**src/rtl/axi4s_mux_pkg.sv**
```systemverilog
// Shared types for the packet-aware AXI4-S N:1 multiplexer.
package axi4s_mux_pkg;

  typedef enum logic {
    ARB_RR_E    = 1'b0,
    ARB_FIXED_E = 1'b1
  } arb_mode_t;

  typedef enum logic {
    ARB_E    = 1'b0,
    LOCKED_E = 1'b1
  } mux_state_t;

endpackage

```
**src/rtl/axi4s_skid_buffer.sv**
```systemverilog
// Two-entry AXI4-S skid buffer: entry 0 drives the output, entry 1 absorbs one overflow beat.
module axi4s_skid_buffer #(
  parameter int unsigned width_p = 8
) (
  input  logic               clk,
  input  logic               rst,
  input  logic               in_valid,
  output logic               in_ready,
  input  logic [width_p-1:0] in_data,
  output logic               out_valid,
  input  logic               out_ready,
  output logic [width_p-1:0] out_data
);

  logic               e0_valid_q, e0_valid_d, e1_valid_q, e1_valid_d, ready_q;
  logic [width_p-1:0] e0_data_q, e0_data_d, e1_data_q, e1_data_d;
  logic               push, pop;

  assign push = in_valid & ready_q;
  assign pop  = e0_valid_q & out_ready;

  always_comb begin
    e0_valid_d = e0_valid_q;
    e0_data_d  = e0_data_q;
    e1_valid_d = e1_valid_q;
    e1_data_d  = e1_data_q;
    if (pop) begin
      // Push cannot coincide with a full-buffer pop: ready_q is low whenever entry 1 is valid.
      if (e1_valid_q) begin
        e0_data_d  = e1_data_q;
        e1_valid_d = 1'b0;
      end else if (push) begin
        e0_data_d = in_data;
      end else begin
        e0_valid_d = 1'b0;
      end
    end else if (push) begin
      if (!e0_valid_q) begin
        e0_valid_d = 1'b1;
        e0_data_d  = in_data;
      end else begin
        e1_valid_d = 1'b1;
        e1_data_d  = in_data;
      end
    end
  end

  always_ff @(posedge clk) begin
    if (rst) begin
      e0_valid_q <= 1'b0;
      e1_valid_q <= 1'b0;
      e0_data_q  <= '0;
      e1_data_q  <= '0;
      ready_q    <= 1'b0;
    end else begin
      e0_valid_q <= e0_valid_d;
      e1_valid_q <= e1_valid_d;
      e0_data_q  <= e0_data_d;
      e1_data_q  <= e1_data_d;
      ready_q    <= !e1_valid_d;
    end
  end

  assign in_ready  = ready_q;
  assign out_valid = e0_valid_q;
  assign out_data  = e0_data_q;

endmodule

```
**src/rtl/axi4s_mux_arb.sv**
```systemverilog
// Packet-locked N:1 AXI4-S mux with round-robin or fixed-priority arbitration and a
// registered skid-buffer output stage.
module axi4s_mux_arb
  import axi4s_mux_pkg::*;
#(
  parameter int unsigned nr_of_streams_p = 4,
  parameter int unsigned tdata_width_p   = 32,
  parameter int unsigned tid_bit_width_p = $clog2(nr_of_streams_p),
  parameter arb_mode_t   arb_mode_p      = ARB_RR_E
) (
  input  logic                                     clk,
  input  logic                                     rst,
  input  logic [nr_of_streams_p-1:0]               axi4s_i_tvalid,
  output logic [nr_of_streams_p-1:0]               axi4s_i_tready,
  input  logic [nr_of_streams_p-1:0]               axi4s_i_tlast,
  input  logic [nr_of_streams_p*tdata_width_p-1:0] axi4s_i_tdata,
  output logic                                     axi4s_o_tvalid,
  input  logic                                     axi4s_o_tready,
  output logic                                     axi4s_o_tlast,
  output logic [tid_bit_width_p-1:0]               axi4s_o_tid,
  output logic [tdata_width_p-1:0]                 axi4s_o_tdata,
  output logic                                     grant_locked,
  output logic [tid_bit_width_p-1:0]               grant_idx
);

  localparam int unsigned payload_width_lp = tdata_width_p + 1 + tid_bit_width_p;

  // RR searches upward from ptr with wrap; fixed mode always searches from index 0.
  function automatic logic [tid_bit_width_p-1:0] arb_pick(
    input logic [nr_of_streams_p-1:0] valid,
    input logic [tid_bit_width_p-1:0] ptr
  );
    logic        found;
    int unsigned idx;
    arb_pick = '0;
    found    = 1'b0;
    for (int unsigned i = 0; i < nr_of_streams_p; i++) begin
      idx = (arb_mode_p == ARB_RR_E) ? i + 32'(ptr) : i;
      if (idx >= nr_of_streams_p) idx = idx - nr_of_streams_p;
      if (!found && valid[idx]) begin
        found    = 1'b1;
        arb_pick = tid_bit_width_p'(idx);
      end
    end
  endfunction

  mux_state_t                   state_q;
  logic [tid_bit_width_p-1:0]   ptr_q, grant_idx_q;
  logic                         skid_in_valid, skid_in_ready, beat_fire;
  logic [tdata_width_p-1:0]     sel_tdata;
  logic [payload_width_lp-1:0]  skid_in_data, skid_out_data;

  assign sel_tdata     = axi4s_i_tdata[32'(grant_idx_q)*tdata_width_p +: tdata_width_p];
  assign skid_in_valid = (state_q == LOCKED_E) & axi4s_i_tvalid[grant_idx_q];
  assign skid_in_data  = {sel_tdata, axi4s_i_tlast[grant_idx_q], grant_idx_q};
  assign beat_fire     = skid_in_valid & skid_in_ready;

  // Ready depends only on registered state, never on tvalid or the output ready.
  always_comb begin
    axi4s_i_tready = '0;
    if (state_q == LOCKED_E) axi4s_i_tready[grant_idx_q] = skid_in_ready;
  end

  always_ff @(posedge clk) begin
    if (rst) begin
      state_q     <= ARB_E;
      ptr_q       <= '0;
      grant_idx_q <= '0;
    end else begin
      unique case (state_q)
        ARB_E: begin
          if (|axi4s_i_tvalid) begin
            grant_idx_q <= arb_pick(axi4s_i_tvalid, ptr_q);
            state_q     <= LOCKED_E;
          end
        end
        LOCKED_E: begin
          if (beat_fire && axi4s_i_tlast[grant_idx_q]) begin
            state_q <= ARB_E;
            if (arb_mode_p == ARB_RR_E) begin
              ptr_q <= (grant_idx_q == tid_bit_width_p'(nr_of_streams_p - 1)) ?
                       '0 : grant_idx_q + 1'b1;
            end
          end
        end
        default: state_q <= ARB_E;
      endcase
    end
  end

  axi4s_skid_buffer #(
    .width_p(payload_width_lp)
  ) u_skid (
    .clk      (clk),
    .rst      (rst),
    .in_valid (skid_in_valid),
    .in_ready (skid_in_ready),
    .in_data  (skid_in_data),
    .out_valid(axi4s_o_tvalid),
    .out_ready(axi4s_o_tready),
    .out_data (skid_out_data)
  );

  assign {axi4s_o_tdata, axi4s_o_tlast, axi4s_o_tid} = skid_out_data;
  assign grant_locked = (state_q == LOCKED_E);
  assign grant_idx    = grant_idx_q;

endmodule

```
**config.mk**
```make
export PLATFORM = sky130hd
export DESIGN_NAME = axi4s_mux_arb
export DESIGN_NICKNAME = d
export VERILOG_FILES = /design/src/rtl/axi4s_mux_pkg.sv /design/src/rtl/axi4s_skid_buffer.sv /design/src/rtl/axi4s_mux_arb.sv
export SDC_FILE = /design/constraint.sdc
export NUM_CORES = 1
export LEC_CHECK = 0
export ABC_AREA = 1
export BUFFER_PORTS_ARGS = -buffer_cell sky130_fd_sc_hd__buf_2
export CORE_MARGIN = 4
export CORE_UTILIZATION = 35
export CTS_BUF_LIST = sky130_fd_sc_hd__clkbuf_2
export CTS_CLUSTER_SIZE = 12
export DETAILED_ROUTE_END_ITERATION = 8
export PLACE_DENSITY = 0.59
export SLEW_MARGIN = 20
export SYNTH_ARGS = -nofsm -noshare
export SYNTH_HDL_FRONTEND = slang
export SYNTH_HIERARCHICAL = 1
export SYNTH_SLANG_ARGS = --single-unit
```
**constraint.sdc**
```tcl
create_clock -name clk -period 4.5 [get_ports clk]
set_input_delay 0.45 -clock clk [delete_from_list [all_inputs] [get_ports clk]]
set_output_delay 0.45 -clock clk [all_outputs]
set_load 0.01 [all_outputs]
```
== After elaboration in Yosys (flattened, before gate mapping) ==
Cells that the tools add are included.

* $lt $le $gt $ge: 10
* Shift-type cells: 1
* Equality and inequality tests: 4
* Reduce and logical (&&, ||, !) cells: 17
* Bitwise gates (word level): 6
* $add $sub $neg: 8
* Muxes and demuxes: 63

{| class="wikitable"
|+ Operators by type and width
! kind !! count
|-
| two-way mux 32 bit || 16
|-
| two-way mux 35 bit || 5
|-
| < comparator 32 x 3 -> 1 bit (second input constant) || 4
|-
| indexed part select 128 x 8 -> 32 bit || 1
|-
| two-way mux 1 bit || 28
|-
| binary-select mux 1 bit (select 2 bit) || 6
|-
| subtractor 3 x 3 -> 4 bit (second input constant) || 3
|-
| two-way mux 2 bit || 5
|-
| greater-or-equal comparator 3 bit (second input constant) || 3
|-
| AND reduction 3 bit || 3
|-
| adder 2 x 2 -> 3 bit (first input constant) || 2
|-
| inequality test 2 bit (second input constant) || 3
|-
| logical AND 1 bit || 5
|-
| AND 4 bit || 1
|-
| logical NOT 1 bit || 4
|-
| two-way mux 4 bit || 1
|-
| AND reduction 2 bit || 2
|-
| nonzero test 2 bit || 2
|-
| OR reduction 4 bit || 1
|-
| subtractor 2 x 3 -> 4 bit (second input constant) || 1
|-
| adder 1 x 2 -> 3 bit (first input constant) || 1
|-
| AND 1 bit || 3
|-
| greater-or-equal comparator 2 x 3 -> 1 bit (second input constant) || 1
|-
| < comparator 2 x 3 -> 1 bit (second input constant) || 1
|-
| other kinds (6) || 7
|}

* Register bits after elaboration: 78
* Bits of input ports: 139

== Logic depth before layout (Yosys ltp) ==
Gate-level depths: netlist of run 1.

* Depth in word-level cells: 26
* Depth in mapped cells: 12

== By module ==
Netlist of run 1, hierarchy kept.

{| class="wikitable"
|+ By module, submodules not included
! module !! instances !! area an instance (µm²) !! cells an instance
|-
| axi4s_skid_buffer || 1 || 3353.2 || 515
|-
| axi4s_mux_arb || 1 || 1467.7 || 292
|}

== Worst setup path after synthesis of run 1 ==
No wires, ideal clock.

* Kind: flip-flop to flip-flop
* Start: reg grant_idx_q[0], in the netlist grant_idx[0]
* End: reg u_skid.e0_data_q[0], in the netlist u_skid/out_data[0]
* Buffers on the path: 1
* Period minus slack after synthesis: 1.753 ns
* Library setup time: 0.113 ns
* Path slack: 2.747 ns
* Arrival: 1.640 ns
* Stages on the path, launching flop included: 12
* Cell sequence: dfxtp_1 nor2_1 nor2_1 nand2_1 a21oi_1 nand2_1 ha_1 inv_1 nand3_2 buf_2 nor2_1 nor2_1

* Longest elaborated chain between the ends: 6
* Elaborated cells between the ends (all ways): 12

{| class="wikitable"
|+ Ends and longest elaborated chain
! element !! line !! text
|-
| from (decl) || axi4s_mux_arb.sv:48 || <nowiki>logic [tid_bit_width_p-1:0] ptr_q, grant_idx_q;</nowiki>
|-
| from (signal assigned) || axi4s_mux_arb.sv:73 || <nowiki>grant_idx_q <= arb_pick(axi4s_i_tvalid, ptr_q);</nowiki>
|-
| binary-select mux 1 bit (select 2 bit) (*) || axi4s_mux_arb.sv:54 || <nowiki>assign skid_in_valid = (state_q == LOCKED_E) & axi4s_i_tvalid[grant_idx_q];</nowiki>
|-
| two-way mux 1 bit (implied by the code) (*) || axi4s_mux_arb.sv:54 ||
|-
| AND 1 bit (*) || axi4s_mux_arb.sv:54 ||
|-
| via skid_in_valid || axi4s_mux_arb.sv:49 || <nowiki>logic skid_in_valid, skid_in_ready, beat_fire;</nowiki>
|-
| AND 1 bit (*) || axi4s_skid_buffer.sv:19 || <nowiki>assign push = in_valid & ready_q;</nowiki>
|-
| nonzero test 2 bit (no source line) || -- ||
|-
| AND reduction 3 bit (no source line) (*) || -- ||
|-
| to (signal assigned) || axi4s_skid_buffer.sv:58 || <nowiki>e0_data_q <= e0_data_d;</nowiki>
|-
| to (decl) || axi4s_skid_buffer.sv:16 || <nowiki>logic [width_p-1:0] e0_data_q, e0_data_d, e1_data_q, e1_data_d;</nowiki>
|}

The timed path passes the listed nets; every way through them passes the cells marked *. The select of a mux whose other input is x is not followed.
A chain may end at the register's enable or synchronous reset.

== Worst setup path after layout of run 1 ==
* Start: reg grant_idx_q[1], in the netlist grant_idx[1]
* End: reg u_skid.e1_data_q[22]

* Longest elaborated chain between the ends: 5
* Elaborated cells between the ends (all ways): 6

{| class="wikitable"
|+ Ends and longest elaborated chain
! element !! line !! text
|-
| binary-select mux 1 bit (select 2 bit) || axi4s_mux_arb.sv:54 ||
|-
| two-way mux 1 bit (implied by the code) || axi4s_mux_arb.sv:54 ||
|-
| AND 1 bit || axi4s_mux_arb.sv:54 ||
|-
| via skid_in_valid || axi4s_mux_arb.sv:49 ||
|-
| AND 1 bit || axi4s_skid_buffer.sv:19 ||
|-
| AND reduction 3 bit (no source line) || -- ||
|-
| to (signal assigned) || axi4s_skid_buffer.sv:59 || <nowiki>e1_data_q <= e1_data_d;</nowiki>
|-
| to (decl) || axi4s_skid_buffer.sv:16 ||
|}

The timed path passes the listed nets, and every way through them passes these cells. The select of a mux whose other input is x is not followed.

==> results of run 1 <==
area by class of cell:
cell class	instances	area [µm²]	area share (%)
clock buffers	9	45.0	0.782
clock inverters	6	53.8	0.934
flip-flops and latches	78	1570	27.2
multi-input cells	606	2700	46.9
well taps	176	220	3.82
inverters	63	240	4.17
repair buffers	185	936	16.2
path summary, 6_finish.rpt:
kind / depth (start not counted) / start / endpoint / slack, ns
min reg2reg: 2 / grant_locked / grant_locked / 0.52
max: 7 / grant_idx[1] / u_skid/e1_data_q[22] / 1.82
max reg2reg: 7 / grant_idx[1] / u_skid/e1_data_q[22] / 1.82
min: 2 / rst / ptr_q[0] / 0.18
critical path, stage by stage, from the launching register on:
cell	delay (ns)
dfxtp_1	0.65
o211ai_1	0.20
a21oi_1	0.17
nand2_1	0.15
nor2_4	0.64
inv_2	0.50
nor2_1	0.20
nor2_1	0.06
layer usage:
| metal | vias up | wire, µm |
|---|---|---|
| met2 | 187 | 7400 |
| li1 | 2857 | - |
| met3 | 21 | 1040 |
| met5 | - | 13 |
| met1 | 2495 | 7050 |
| met4 | 2 | 242 |
metrics by stage:
| stage | instances | util, % |
|---|---|---|
| 2_1_floorplan | 807 | - |
| 3_3_place_gp | 1108 | 42.4 |
| 3_5_place_dp | 1108 | 42.4 |
| 4_1_cts | 1123 | 43.2 |
| 5_1_grt | 1123 | 43.2 |
| 6_report | 1123 | 43.2 |
power groups by stage:
stage	clock network (mW)	registers [mW]	logic, mW
global placement	0	0.763	0.465
finish	0.371	0.750	0.461
CTS	0.384	0.751	0.466
global route	0.406	0.757	0.527
detailed placement	0	0.764	0.464
floorplan	0	0.743	0.330
layout by cell type (no fill, tap or decap):
cell type	count
dfxtp_1	75
nor3_2	1
o21ai_1	4
o211ai_1	3
nand3_1	6
buf_2	181
nand3b_1	1
dfxtp_2	3
inv_1	57
nor2_4	1
nor2_1	216
o22ai_1	32
clkbuf_2	9
nand2_1	184
buf_4	4
o21ai_0	102
clkinv_2	2
ha_1	5
inv_4	1
nor2_2	1
clkinvlp_4	1
a41oi_1	1
a21oi_1	6
inv_2	4
clkinv_1	3
nand2_2	5
nand4_1	35
nand3_2	3
bufinv_16	1
cell families after synthesis:
group	count (synthesis)	synth area share, %
compound gates	148	16.4
flops	78	32.4
fa+ha+maj	5	1.30
simple gates	453	38.3
buf+inv	123	11.6
state kept, by name, summed over array words and instances (netlist names):
register and cells:
grant_locked 1, u_skid/out_valid 1, grant_idx 2, ptr_q 2, u_skid/e1_valid_q 1, u_skid/in_ready 1
u_skid/e1_data_q 35, u_skid/out_data 35
==> out/qor.txt, run 1 <==
first-pass GRT wire length: 25,400 µm
RePlAce Congestion: 0.812
Internal: 1.00 mW
Required @ worst endpoint: 4.92 ns
Clock transition at path regs: 0.22 ns
syn nets: 951
pwr dens: 274 nW/µm²
Final setup violation count: 0
Final Max Slew Viols: 0
post-synthesis cell type count: 26
global route hottest layer: met2
Detailed Route WL: 15,700 µm
Die Area: 15,700 µm²
number of synthesized flops with an enable pin: 0
Placement Cell Area: 5660 µm²
fraction of layout cells with a size suffix above 1: 22.9%
n_diodes: 0
Hold Fails Final Rpt: 0
clock latency on the worst-skew pair: 0.52 ns
Pre-antenna DRT Iters: 4
Crit Path Class: reg -> reg
initial drt markers: 335
post-place setup slack: 1.86 ns
Lkg Pwr: 3.12 nW
RSZ-0062 raised after global routing: false
Worst Hold Slack: 0.180 ns
NetSw: 0.579 mW
Final Power: 1.58 mW
Initial Util: 36.1%
Overflow after GRT: 0
syn avg cell area: 5.97 µm²
# nets final: 1,087
Synthesis Warnings: 6
IO Port Bufs: 181
post-CTS sizing: 0
HPWL after DPL: 10,400 µm
Via density: 4.95
Comb pwr share: 29.1%
clock tree buffer depth: 2
largest cells by area after synthesis: dfxtp_1 32%, nor2_1 17%, nand2_1 14%, o21ai_0 11%, nand4_1 4.5%
run status: completed
Yosys reg bits: 78
row count: 42
CP Capture Type: flip-flop
fin crit period: 2.68 ns
switch share: 36.6%
CTS tree: done
initial antenna violation count: 1
Die Y-Extent: 125 µm
CTS Hold Bufs: 0
f_max: 373 MHz
sequential share of power: 47.4%
count leader, synth: nor2_1
most area-hungry cell type in the Yosys netlist: dfxtp_1
via count: 5,562
period utilisation layout: 59.6%
fin area: 5760 µm²
Fin Clk Skew: 0.0194 ns
CTS sink cnt: 78
peak supply drop: 0.116 mV
Worst slew margin: 38.5%
CP Max Fanout: 36
num ports: 182
Fillers: 1,529
sequential element share of the synthesized area: 32.4%
Post-route DRC: 0
P&R area growth vs syn: 19.5%
cells after synthesis: 807
GR Layer Usage met1: 24.5%
Worst Tran Pin Value: 0.922 ns
Total GRT Usage: 19.3%
setup TNS: 0 ns
largest net degree at the start of global routing: 72
Routed WL per cell: 14.0 µm
MaxCap Viol Count: 0
# H-tree levels: 3
Yosys top cell area share: 32.4%
die extent in x: 125 µm
final setup margin: 1.82 ns
met2 usage: 33.2%
Syn Std Cell Area: 4820 µm²
vias in the first global route: 5,196
Clock power frac: 23.4%
Post-synth top cells: 216 x nor2_1, 184 x nand2_1, 102 x o21ai_0, 78 x dfxtp_1, 58 x inv_1
met3 Use GR: 3.67%
CP Launch Type: flip-flop
Hold Crit Class: in -> reg
Post-CTS Setup Inserts: 0
ys flop type: dfxtp_1
asr flop ratio synth: 0%
Routed Antenna Nets: 0
CP Data Arrival Time: 3.10 ns
clk root buf: clkbuf_2
core region area: 13,300 µm²
total CTS buffers: 9
Power figures use the tool's default switching activity.
==> inputs of run 2 (changes only) <==
ABC_AREA = 0   (was 1)
PLACE_DENSITY = 0.63   (was 0.59)
clock period = 2.3 ns   (was 4.5 ns; I/O delays follow)
==> out/qor.txt, run 2 <==
Comb pwr share: 20.9% (-8.2 points)
initial drt markers: 227 (-32%)
number of synthesized flops with an enable pin: 0 (unchanged)
clk root buf: clkbuf_2
HPWL after DPL: 9620 µm (-7.5%)
fraction of layout cells with a size suffix above 1: 47.9% (+25 points)
pwr dens: 515 nW/µm² (+88%)
largest net degree at the start of global routing: 45 (-38%)
MaxCap Viol Count: 0 (unchanged)
post-CTS sizing: 0 (unchanged)
Hold Crit Class: in -> reg
syn nets: 573 (-40%)
row count: 40 (-4.8%)
NetSw: 0.823 mW (+42%)
CP max stage cell: dfxtp_2
f_max: 470 MHz
# nets final: 737 (-32%)
Final setup violation count: 0 (unchanged)
CP Max Fanout: 20 (-44%)
Crit Path Class: reg -> out
core region area: 12,200 µm² (-8.9%)
most area-hungry cell type in the Yosys netlist: dfxtp_1
# H-tree levels: 3 (unchanged)
CP Cell Sequence: buf_4 > inv_1 > ha_1 > and3_1 > buf_2
count leader, synth: dfxtp_1
clock tree buffer depth: 2 (unchanged)
Yosys top cell area share: 35.5% (+3.1 points)
final setup margin: 0.174 ns (-1.64 ns)
post-synthesis cell type count: 38 (+46%)
Clock power frac: 29.8% (+6.4 points)
initial antenna violation count: 0 (-1)
Synthesis Warnings: 6 (unchanged)
Post-route DRC: 0 (unchanged)
Fillers: 1,177 (-23%)
syn avg cell area: 10.2 µm² (+72%)
vias in the first global route: 4,288 (-17%)
Detailed Route WL: 13,200 µm (-16%)
Yosys reg bits: 78 (unchanged)
Routed Antenna Nets: 0 (unchanged)
setup TNS: 0 ns (unchanged)
Final Max Slew Viols: 0 (unchanged)
n_diodes: 0 (unchanged)
Reg area: 1560 µm² (about the same)
Internal: 2.04 mW (+100%)
Lkg Pwr: 2.43 nW (-22%)
period utilisation layout: 92.4%
sequential share of power: 49.3% (+1.9 points)
Die Y-Extent: 120 µm (-4.2%)
Post-synth top cells: 78 x dfxtp_1, 77 x nand2_1, 42 x a21oi_1, 38 x mux2i_1, 36 x a31oi_1
CP Capture Type: output port
Worst Hold Slack: 0.0552 ns (-0.125 ns)
crit-path max cell delay: 0.41 ns (-0.24 ns)
P&R area growth vs syn: 26.2%
CTS Hold Bufs: 0 (unchanged)
Syn Std Cell Area: 4400 µm² (-8.8%)
via count: 4,112 (-26%)
Worst slew margin: 68.0% (+29 points)
RePlAce Congestion: 0.895 (+10%)
switch share: 28.8% (-7.8 points)
CTS tree: done
run status: completed
Post-CTS Setup Inserts: 0 (unchanged)
commonest non-fill, non-tap cell in the layout: buf_2
Pre-antenna DRT Iters: 4 (unchanged)
num ports: 182 (unchanged)
peak supply drop: 0.244 mV (+110%)
Total GRT Usage: 17.8% (-1.4 points)
Initial Util: 36.1% (about the same)
multi-input logic area: 2570 µm² (-4.9%)
Clock transition at path regs: 0.23 ns (about the same)
Routed WL per cell: 17.3 µm (+23%)
Fin Clk Skew: 0.0296 ns (+0.0102 ns)
cells after synthesis: 429 (-47%)
die extent in x: 120 µm (-4.2%)
CTS sink cnt: 78 (unchanged)
clock latency on the worst-skew pair: 0.51 ns (about the same)
total CTS buffers: 9 (unchanged)
Die Area: 14,400 µm² (-8.3%)
largest cells by area after synthesis: dfxtp_1 36%, mux4_2 17%, mux2i_1 8.7%, a211oi_2 8.5%, nand2_1 6.6%
Hold Fails Final Rpt: 0 (unchanged)
Required @ worst endpoint: 2.07 ns (-2.85 ns)
Via density: 5.38 (+8.5%)
CP Data Arrival Time: 1.90 ns (-1.20 ns)
asr flop ratio synth: 0% (unchanged)
sequential element share of the synthesized area: 35.5% (+3.1 points)
fin util: 45.6% (+2.4 points)
post-place setup slack: 0.265 ns (-1.59 ns)
first-pass GRT wire length: 20,900 µm (-18%)
RSZ-0062 raised after global routing: false
Worst Tran Pin Value: 0.480 ns (-0.442 ns)
Overflow after GRT: 0 (unchanged)
IO Port Bufs: 181 (unchanged)
ys flop type: dfxtp_1
commonest non-fill, non-tap cells in the layout: 180 x buf_2, 77 x nand2_1, 76 x dfxtp_1, 42 x a21oi_1, 38 x mux2i_1
fin crit period: 2.13 ns
CP Launch Type: flip-flop
## run 2: cell types whose count changed after synthesis, moves of 33 or more
cell / delta
nor2_1: -210
nand2_1: -107
o21ai_0: -101
inv_1: -55
mux2i_1: +38
a21oi_1: +36
a31oi_1: +36
nand4_1: -35
mux4_2: +33
## run 2: cell families after synthesis
group                      count (synthesis)  synth area share [%]
adders and majority gates                  5                  1.42
muxes                                     73                  26.2
buffers and inverters                     50                  6.21
DFF                                       78                  35.5
AOI/OAI and AO/OA                        119                  20.4
and+or+nand+nor                          104                  10.3
## run 2: path summary, 6_finish.rpt
kind,startpoint,endpoint,slack [ns],depth (start not counted)
setup / recovery,grant_idx[0],axi4s_i_tready[2],0.17,5
hold / removal,axi4s_o_tready,u_skid/in_ready,0.06,3
setup reg to reg,grant_idx[0],u_skid/out_data[29],0.20,8
hold reg to reg,u_skid/e1_data_q[21],u_skid/e1_data_q[21],0.47,2
## run 2: layer usage
layer / wire, µm / GRT usage, % / share of wire (%) / vias to the layer above
met1: 5670 / 22.0 / 43 / 2006
met3: 854 / 4.05 / 6.5 / 20
li1: - / - / - / 1935
met2: 6480 / 31.1 / 49 / 151
met4: 210 / 5.23 / 1.6 / 0
met5: 0 / 0 / 0 / -
## run 2: power groups by stage
stage	logic (mW)	registers (mW)	clock network (mW)
detailed placement	0.600	1.44	0
CTS	0.602	1.41	0.877
global route	0.653	1.42	0.926
finish	0.597	1.41	0.852
global placement	0.581	1.43	0
floorplan	0.372	1.44	0
## run 2: critical path: cells and delay by family (launching register included)
kind          cells  cell delay (ns)
fa+ha+maj         1             0.21
buf+inv           3             0.57
simple gates      1             0.17
flops             1             0.41
## run 2: stage by stage
stage / power (mW) / instances / instance area (µm²)
3_5_place_dp: 2.03 / 750 / 5410
2_1_floorplan: 1.81 / 429 / 4400
5_1_grt: 2.99 / 765 / 5550
3_3_place_gp: 2.02 / 750 / 5410
6_report: 2.86 / 765 / 5550
4_1_cts: 2.89 / 765 / 5550
## run 2: area by class of cell
class	instances	share of cell area [%]
clock buffer	10	0.903
clock inverter	5	1.51
inverter	5	0.338
multi-input combinational	301	46.3
sequential	78	28.2
tap	168	3.79
timing repair buffer	198	18.9
